--- config.mk ---
export PLATFORM = sky130hd
export DESIGN_NAME = ranger_patrol
export DESIGN_NICKNAME = d
export VERILOG_FILES = /design/src/rtl/ranger_patrol.sv
export SDC_FILE = /design/constraint.sdc
export NUM_CORES = 1
export LEC_CHECK = 0
export BUFFER_PORTS_ARGS = -buffer_cell sky130_fd_sc_hd__buf_2
export CAP_MARGIN = 20
export CORE_MARGIN = 2
export CORE_UTILIZATION = 25
export DETAILED_ROUTE_END_ITERATION = 8
export GPL_TIMING_DRIVEN = 0
export HOLD_SLACK_MARGIN = 0.06
export MAX_ROUTING_LAYER = met4
export PLACE_DENSITY = 0.47
export REMOVE_ABC_BUFFERS = 1
export SLEW_MARGIN = 20
export SYNTH_ARGS = -nofsm -noshare
export SYNTH_HDL_FRONTEND = slang
export SYNTH_SLANG_ARGS = --single-unit
--- constraint.sdc ---
create_clock -name clk -period 6.46 [get_ports clk]
set_input_delay 0.323 -clock clk [delete_from_list [all_inputs] [get_ports clk]]
set_output_delay 0.323 -clock clk [all_outputs]
set_load 0.01 [all_outputs]
--- src/rtl/ranger_patrol.sv ---
// ranger_patrol: a set of NUM_RANGERS patrolling sprites. Each ranger walks
// back and forth along one axis, between 0 and PATROL_SPAN pixels from its
// initial position. It moves STEP pixels on every movement tick, and a tick
// occurs every STEP_DIV clocks.
//
// Ports
//   clk        system clock, rising edge
//   rst        asynchronous active-high reset
//   rangerNum  1-based ranger select (0 or >NUM_RANGERS selects nothing)
//   inputs     bit0 freeze, bit1 respawn, bits3:2 ignored
//   position   registered {hpos, vpos} of the selected ranger
//   pos_valid  registered: position refers to a real ranger
//   tick       registered single-cycle pulse per movement tick

// One ranger: an 8-bit offset and a FWD/BACK direction state.
module ranger_lane #(
  parameter bit          HORIZ       = 1'b1,
  parameter int          STEP        = 2,
  parameter int          PATROL_SPAN = 64,
  parameter logic [19:0] INIT        = 20'd0
) (
  input  logic        clk,
  input  logic        rst,
  input  logic        advance,
  input  logic        respawn,
  output logic [19:0] pos
);
  typedef enum logic {FWD, BACK} dir_t;

  dir_t       dir;
  logic [7:0] offset;
  logic [8:0] fwd_sum;
  logic [9:0] off10;

  // 9-bit sum so that offset+STEP cannot wrap before the span compare.
  assign fwd_sum = {1'b0, offset} + 9'(STEP);
  assign off10   = {2'b0, offset};

  always_ff @(posedge clk or posedge rst) begin
    if (rst) begin
      offset <= 8'd0;
      dir    <= FWD;
    end else if (respawn) begin
      offset <= 8'd0;
      dir    <= FWD;
    end else if (advance) begin
      case (dir)
        FWD: begin
          if (fwd_sum < 9'(PATROL_SPAN)) begin
            offset <= fwd_sum[7:0];
          end else begin
            offset <= 8'(PATROL_SPAN);
            dir    <= BACK;
          end
        end
        BACK: begin
          if (offset > 8'(STEP)) begin
            offset <= offset - 8'(STEP);
          end else begin
            offset <= 8'd0;
            dir    <= FWD;
          end
        end
        default: dir <= FWD;
      endcase
    end
  end

  always_comb begin
    pos = INIT;
    if (HORIZ) pos[19:10] = INIT[19:10] + off10;
    else       pos[9:0]   = INIT[9:0] + off10;
  end
endmodule

module ranger_patrol #(
  parameter int NUM_RANGERS = 5,
  parameter int STEP_DIV    = 416667,
  parameter int STEP        = 2,
  parameter int PATROL_SPAN = 64,
  parameter logic [NUM_RANGERS*20-1:0] INIT_POS = {
    10'd368, 10'd383,
    10'd256, 10'd447,
    10'd624, 10'd329,
    10'd672, 10'd127,
    10'd368, 10'd127}
) (
  input  logic        clk,
  input  logic        rst,
  input  logic [2:0]  rangerNum,
  input  logic [3:0]  inputs,
  output logic [19:0] position,
  output logic        pos_valid,
  output logic        tick
);
  localparam int CW = $clog2(STEP_DIV);

  logic [CW-1:0] cnt;
  logic          tick_int;
  logic          freeze, respawn;
  logic          unused_inputs;
  logic [NUM_RANGERS-1:0][19:0] lane_pos;
  logic [19:0]   sel_pos;
  logic          sel_valid;

  assign freeze        = inputs[0];
  assign respawn       = inputs[1];
  assign unused_inputs = &{1'b0, inputs[3:2]};
  assign tick_int      = (cnt == CW'(STEP_DIV - 1));

  // Free-running divider; it keeps counting while frozen, and a respawn restarts it.
  always_ff @(posedge clk or posedge rst) begin
    if (rst) begin
      cnt  <= '0;
      tick <= 1'b0;
    end else begin
      tick <= tick_int;
      if (respawn || tick_int) cnt <= '0;
      else                     cnt <= cnt + 1'b1;
    end
  end

  // Ranger k (1-based) has odd k on the horizontal axis: index 0 is ranger 1.
  for (genvar k = 0; k < NUM_RANGERS; k++) begin : g_lane
    ranger_lane #(
      .HORIZ      ((k % 2) == 0),
      .STEP       (STEP),
      .PATROL_SPAN(PATROL_SPAN),
      .INIT       (INIT_POS[20*k +: 20])
    ) u_lane (
      .clk    (clk),
      .rst    (rst),
      .advance(tick_int && !freeze),
      .respawn(respawn),
      .pos    (lane_pos[k])
    );
  end

  always_comb begin
    sel_pos   = 20'd0;
    sel_valid = 1'b0;
    for (int k = 0; k < NUM_RANGERS; k++) begin
      if (rangerNum == 3'(k + 1)) begin
        sel_pos   = lane_pos[k];
        sel_valid = 1'b1;
      end
    end
  end

  // The output is sampled from the lane state that holds before this edge's update.
  always_ff @(posedge clk or posedge rst) begin
    if (rst) begin
      position  <= 20'd0;
      pos_valid <= 1'b0;
    end else begin
      position  <= sel_pos;
      pos_valid <= sel_valid;
    end
  end
endmodule

# After elaboration in Yosys (flattened, before gate mapping)
# Cells that the tools add are included.
op_classes:
  addsub: 16
  mul: 0
  div_mod_pow: 0
  n_lt_le_gt_ge: 10
  eq_ne: 6
  shifts: 0
  n_mux: 61
  n_bitwise: 5
  reduce_logical: 4
ops:
  columns: ["cell", "n"]
  rows:
  - ["2-to-1 mux 8 bit", 20]
  - ["2-to-1 mux 20 bit", 5]
  - ["one-hot mux 8 bit (2 select lines)", 5]
  - ["adder 8 x 2 -> 9 bit, second input constant", 5]
  - ["less-than comparator 9 x 7 -> 1 bit, second input constant", 5]
  - ["greater-than comparator 8 x 2 -> 1 bit, second input constant", 5]
  - ["subtractor 8 x 2 -> 8 bit, second input constant", 5]
  - ["adder 9 x 8 -> 10 bit, first input constant", 3]
  - ["2-to-1 mux 1 bit", 25]
  - ["adder 19 x 1 -> 19 bit, second input constant", 1]
  - ["equality test 19 bit, second input constant", 1]
  - ["2-to-1 mux 19 bit", 1]
  - ["adder 10 x 8 -> 10 bit, first input constant", 1]
  - ["one-hot mux 1 bit (2 select lines)", 5]
  - ["adder 7 x 8 -> 9 bit, first input constant", 1]
  - ["equality test 3 x 2 -> 1 bit, second input constant", 2]
  - ["equality test 3 bit, second input constant", 2]
  - ["NOT 1 bit", 5]
  - ["equality test 3 x 1 -> 1 bit, second input constant", 1]
  - ["nonzero test 2 bit", 1]
  - ["logical AND 1 bit", 1]
  - ["logical NOT 1 bit", 1]
  - ["logical OR 1 bit", 1]
totals:
  register_bits: 86
  latch_bits: 0
  mem_bits_rw: 0
  rom_bits: 0
  in_bits: 9
  mem_count: 0

# Depth between registers and ports, before layout
logic_depth:
  depth_word: 6
  mapped_depth: 10
  ltp_nobuf: 8

# Cells and area by module
# Synthesis repeated with hierarchy kept, for this count alone.
unflattened:
  hier_cells: 786
  area_unflattened_um2: 6900.4
by_module_without_submodules:
  columns: ["module", "instances", "cells_each", "area_each_um2", "seq_area_each_um2"]
  rows:
  - ["ranger_lane at g_lane[0].u_lane ...", 3, 114, 943.4, 200.2]
  - ["ranger_patrol", 1, 228, 2373.5, 1026.0]
  - ["ranger_lane at g_lane[3].u_lane", 1, 106, 849.6, 200.2]
  - ["ranger_lane at g_lane[1].u_lane", 1, 110, 847.1, 200.2]

# Least setup slack after synthesis
# OpenSTA, ideal clock, no wires.
synth_timing:
  path_type: "register to register"
  from: "register g_lane[4].u_lane.offset[4]"
  to: "register g_lane[4].u_lane.offset[4]"
  arrival_ps: 2164
  required_time_ps: 6331
  setup_slack_ps: 4167
  path_stages_with_launch: 10
  period_less_slack_ps: 2293
  path_cell_list: "dfrtp_1 > buf_2 > inv_1 > ha_1 > or4b_2 > a211o_1 > nand2_2 > nor4_1 > o31ai_1 > o21ai_0"
synth_between:
  elab_chain_len: 6
synth_lines:
  columns: ["element", "line", "source"]
  rows:
  - ["from (decl)", "31", "logic [7:0] offset;"]
  - ["from (signal assigned)", "50", "offset <= fwd_sum[7:0];"]
  - ["from (signal assigned)", "52", "offset <= 8'(PATROL_SPAN);"]
  - ["from (signal assigned)", "58", "offset <= offset - 8'(STEP);"]
  - ["adder 8 x 2 -> 9 bit", "36", "assign fwd_sum = {1'b0, offset} + 9'(STEP);"]
  - ["less-than comparator 9 x 7 -> 1 bit", "49", "if (fwd_sum < 9'(PATROL_SPAN)) begin"]
  - ["2-to-1 mux 8 bit", "49", null]
  - ["one-hot mux 8 bit (2 select lines) *", "47", "case (dir)"]
  - ["2-to-1 mux 8 bit *", "46", "end else if (advance) begin"]
  - ["2-to-1 mux 8 bit *", "43", "end else if (respawn) begin"]
# Every way passes the cells marked *; elsewhere a longest branch is shown, timed or not. The select of a mux whose other input is x is not followed.
# A chain may end at the register's enable or synchronous reset.

# Final worst setup path
layout_timing:
  from: "register cnt[0]"
  to: "register g_lane[1].u_lane.offset[3]"
layout_between:
  elab_chain_len: 3
layout_lines:
  columns: ["element", "line", "source"]
  rows:
  - ["from (decl)", "98", "logic [CW-1:0] cnt;"]
  - ["from (signal assigned)", "119", "else cnt <= cnt + 1'b1;"]
  - ["equality test 19 bit", "109", "assign tick_int = (cnt == CW'(STEP_DIV - 1));"]
  - ["logical AND 1 bit", "133", ".advance(tick_int && !freeze),"]
  - ["nonzero test 2 bit (no source line)", null, null]
  - ["to (signal assigned)", "50", null]
  - ["to (signal assigned)", "52", null]
  - ["to (signal assigned)", "58", null]
  - ["to (decl)", "31", null]
# Every way passes these cells.

==> summary.md <==
| Metric | Value |
|---|---|
| Status | completed |
| Setup crit start kind | register |
| Ys async rst share | 100.0% |
| CP max stage cell | or4_1 |
| Worst Path Buf+Inv | 1 |
| Slowest Stage Delay on Critical Path | around 780 ps |
| Top FF cell, synth | dfrtp_1 |
| Final setup viols | 0 |
| Ant diodes | 0 |
| Hold buffer count at cts | 0 |
| Leak pwr | 2.530 nW |
| Worst-path clk slew | roughly 60 ps |
| Critical-path cell list | inv_1 -> ha_1 -> nand4b_1 -> or3_1 -> or4_1 -> nor2_1 -> a221oi_1 -> a21oi_1 |
| Synthesized area per cell | around 8.5 sq um |
| Port Buffers | 28 |
| Clk_skew | 7.208 ps |
| Synth top area share | between 30% and 40% |
| Warnings from Yosys | 0 |
| Pre-antenna DRT Iters | 5 |
| Metal3 WL | ~600 um |
| Post-layout min period | 2678 ps |
| CTS root buffer | clkbuf_16 |
| Largest net degree at the start of global routing | 47 |
| Vias in the first global route | about 4,300 |
| CP top delay family | simple AND/OR/NAND/NOR gates |
| CTS buffer count | 9 |
| Sequential area share after synthesis | 38.90% |
| Final hold vios | 0 |
| Peak VDD IR | approximately 130 uV |
| Routed Wire Length | around 14,000 um |
| Setup TNS | 0 ps |
| Total Routing Usage GR | a little over an eighth |
| Top post-synthesis cells by area | dfrtp_1, ha_1, o21ai_0 |
| Crit. End Element | register |
| Power per cell area | 190.4 nW/um^2 |
| First-pass GRT wire length | around 23,000 um |
| Met2 Routed Length | 6182 um |
| Slew @ Worst Pin | about 1100 ps |
| I/O pins | 31 |
| HPWL after DPL | 9750 um |
| Die Height | 148.4 um |
| Initial detailed-routing violation count | 320 |
| Cts repair resizes | 0 |
| Total die area | roughly 22,000 sq um |
| DR vias | approximately 4,500 |
| Gate Count Post-Synth | between 600 and 700 |
| Setup repair bufs after CTS | 0 |
| DR top layer | met4 |
| Number of synthesized flops with an enable pin | 0 |
| Yosys cell types | 65 |
| CTS tree | yes |
| Max Slew Vio Count | 0 |
| Final Core Density | 28.93% |
| Clock net sink count | around 80 |
| Via density | between 5 and 6 |
| Synthesis-stage register bit count | 81 |
| Layout cells sized above 1 | under 10% |
| WL/cell | ~16 um |
| Max cap viols | 0 |
| Highest net fanout along the worst path | 14 |
| Max Freq | between 0.3 and 0.4 GHz |
| Core Footprint | 20,360 sq um |
| Area grow syn2layout | 13.06% |
| Tcrit/Tclk final | approximately 41% |
| Starting Density | between 20% and 30% |
| Met1 wire length | about 7000 um |
| Largest area contributor in the netlist | dfrtp_1 |
| CTS max path bufs | 2 |
| Initial antenna violation count | 0 |
| DRC violations left | 0 |
| Worst min path class | in -> async |
| Commonest cells post-synth | dfrtp_1, nor2_1, o21ai_0 |
| Die span in x | about 150 um |
| RSZ-0062 raised after global routing | false |
| CTS H-tree lvls | 3 |
| Num rows | 52 |
| Netlist Area Pre-Place | approximately 5200 sq um |
| Worst Setup Path Type | reg -> reg |
| Required time of the worst setup path | between 6000 and 7000 ps |
| Top-count cell post-synth | dfrtp_1 |
| Clock latency at the later pin of the worst-skew pair | around 350 ps |
| Worst path arrival time | a little under 3000 ps |
| Rel. slew slack | 27.71% |
| GRT overflow | 0 |
| Post-layout nets | around 650 |
| Antenna viol nets, final | 0 |
| Final GP Congestion | around 0.82 |
[worst register-to-register path, delay by kind of cell (launching register included)]
kind / cells / cell delay (ps)
AO/OA/AOI/OAI: 2 / 260
adder cells (fa/ha/maj): 1 / 180
buffers and inverters: 1 / 70
flip-flops: 1 / 410
AND/OR/NAND/NOR: 4 / 1670
[routing by layer]
metal | up-vias | GRT usage (%)
met5 | - | -
met4 | 0 | 3.000
met3 | 9 | 2.730
met2 | 104 | 19.88
met1 | 2210 | 18.62
li1 | 2217 | -
[stage by stage]
step	total power [mW]	setup WS [ps]	instances	instance area, sq um	hold WS, ps
floorplan	0.5778	3748	572	5044	389.4
global placement	0.6123	2124	870	5522	472.8
detailed placement	0.6176	3819	874	5607	455.1
CTS	1.138	3805	888	5892	81.19
global route	1.171	3599	888	5892	111.2
finish	1.122	3782	888	5892	49.26
[flip-flops by register name, indices dropped and copies added, names as in the netlist]
name                  count
g_lane.u_lane.offset     35
position                 20
cnt                      19
g_lane.u_lane.dir         5
pos_valid                 1
tick                      1
[cells by family (layout without fill, tap and decap cells)]
logic type	count (synthesis)	after routing	share of synthesized area, %
compound gates	178	178	21.78
xor+xnor	32	32	5.378
fa+ha+maj	25	25	6.002
buf+inv	73	79	5.594
flops	81	81	38.90
mux	5	5	0.9844
other cells	1	1	0.07196
simple gates	217	217	21.30
[where the power goes]
group	switching (mW)	internal, mW	total, mW
Clock	0.210	0.305	0.515
Sequential	0.00634	0.518	0.524
Combinational	0.0549	0.0276	0.0825
[final cells by class]
cell class,instances,area [sq um]
clock buffer,11,242.7
clock inverter,3,42.54
fill,2134,14470
sequential,81,2027
tap,270,337.8
timing repair buffer,32,193.9
inverter,33,126.4
multi-input combinational,458,2922
[placed cells by master, fill, tap and decap left out, types with 5 or more instances in the layout]
cell       count
a22oi_1        5
ha_1          25
a211oi_1       6
and2_1         5
and3_1        11
a221oi_1       7
nor2_1        56
xnor2_1       17
a21o_1         5
o211ai_1       5
nand4_1        7
or3_1          8
nand2b_1       6
nand2_1       41
xor2_1        15
buf_2         28
nand3_1       25
a21oi_1       36
clkbuf_16      9
nor3b_1        5
nor3_1        25
inv_1         32
a31oi_1        9
o31ai_1        5
o21ai_0       46
dfrtp_1       81
o22ai_1       24
[path summary, 6_finish.rpt]
kind                             startpoint                                     end  slack [ps]  cells after the start
min                                     rst                  position[10]$_DFF_PP0_          50                      2
max reg2reg                cnt[0]$_DFF_PP0_  g_lane[1].u_lane.offset[3]$_DFFE_PP0P_        3780                      8
min reg2reg                cnt[0]$_DFF_PP0_                        cnt[0]$_DFF_PP0_         500                      1
min in group clk                  inputs[1]  g_lane[2].u_lane.offset[7]$_DFFE_PP0P_         460                      3
max                        cnt[0]$_DFF_PP0_  g_lane[1].u_lane.offset[3]$_DFFE_PP0P_        3780                      8
max in group asynchronous               rst        g_lane[3].u_lane.dir$_DFFE_PP0P_        5790                      3
(Power assumes the default switching activity.)
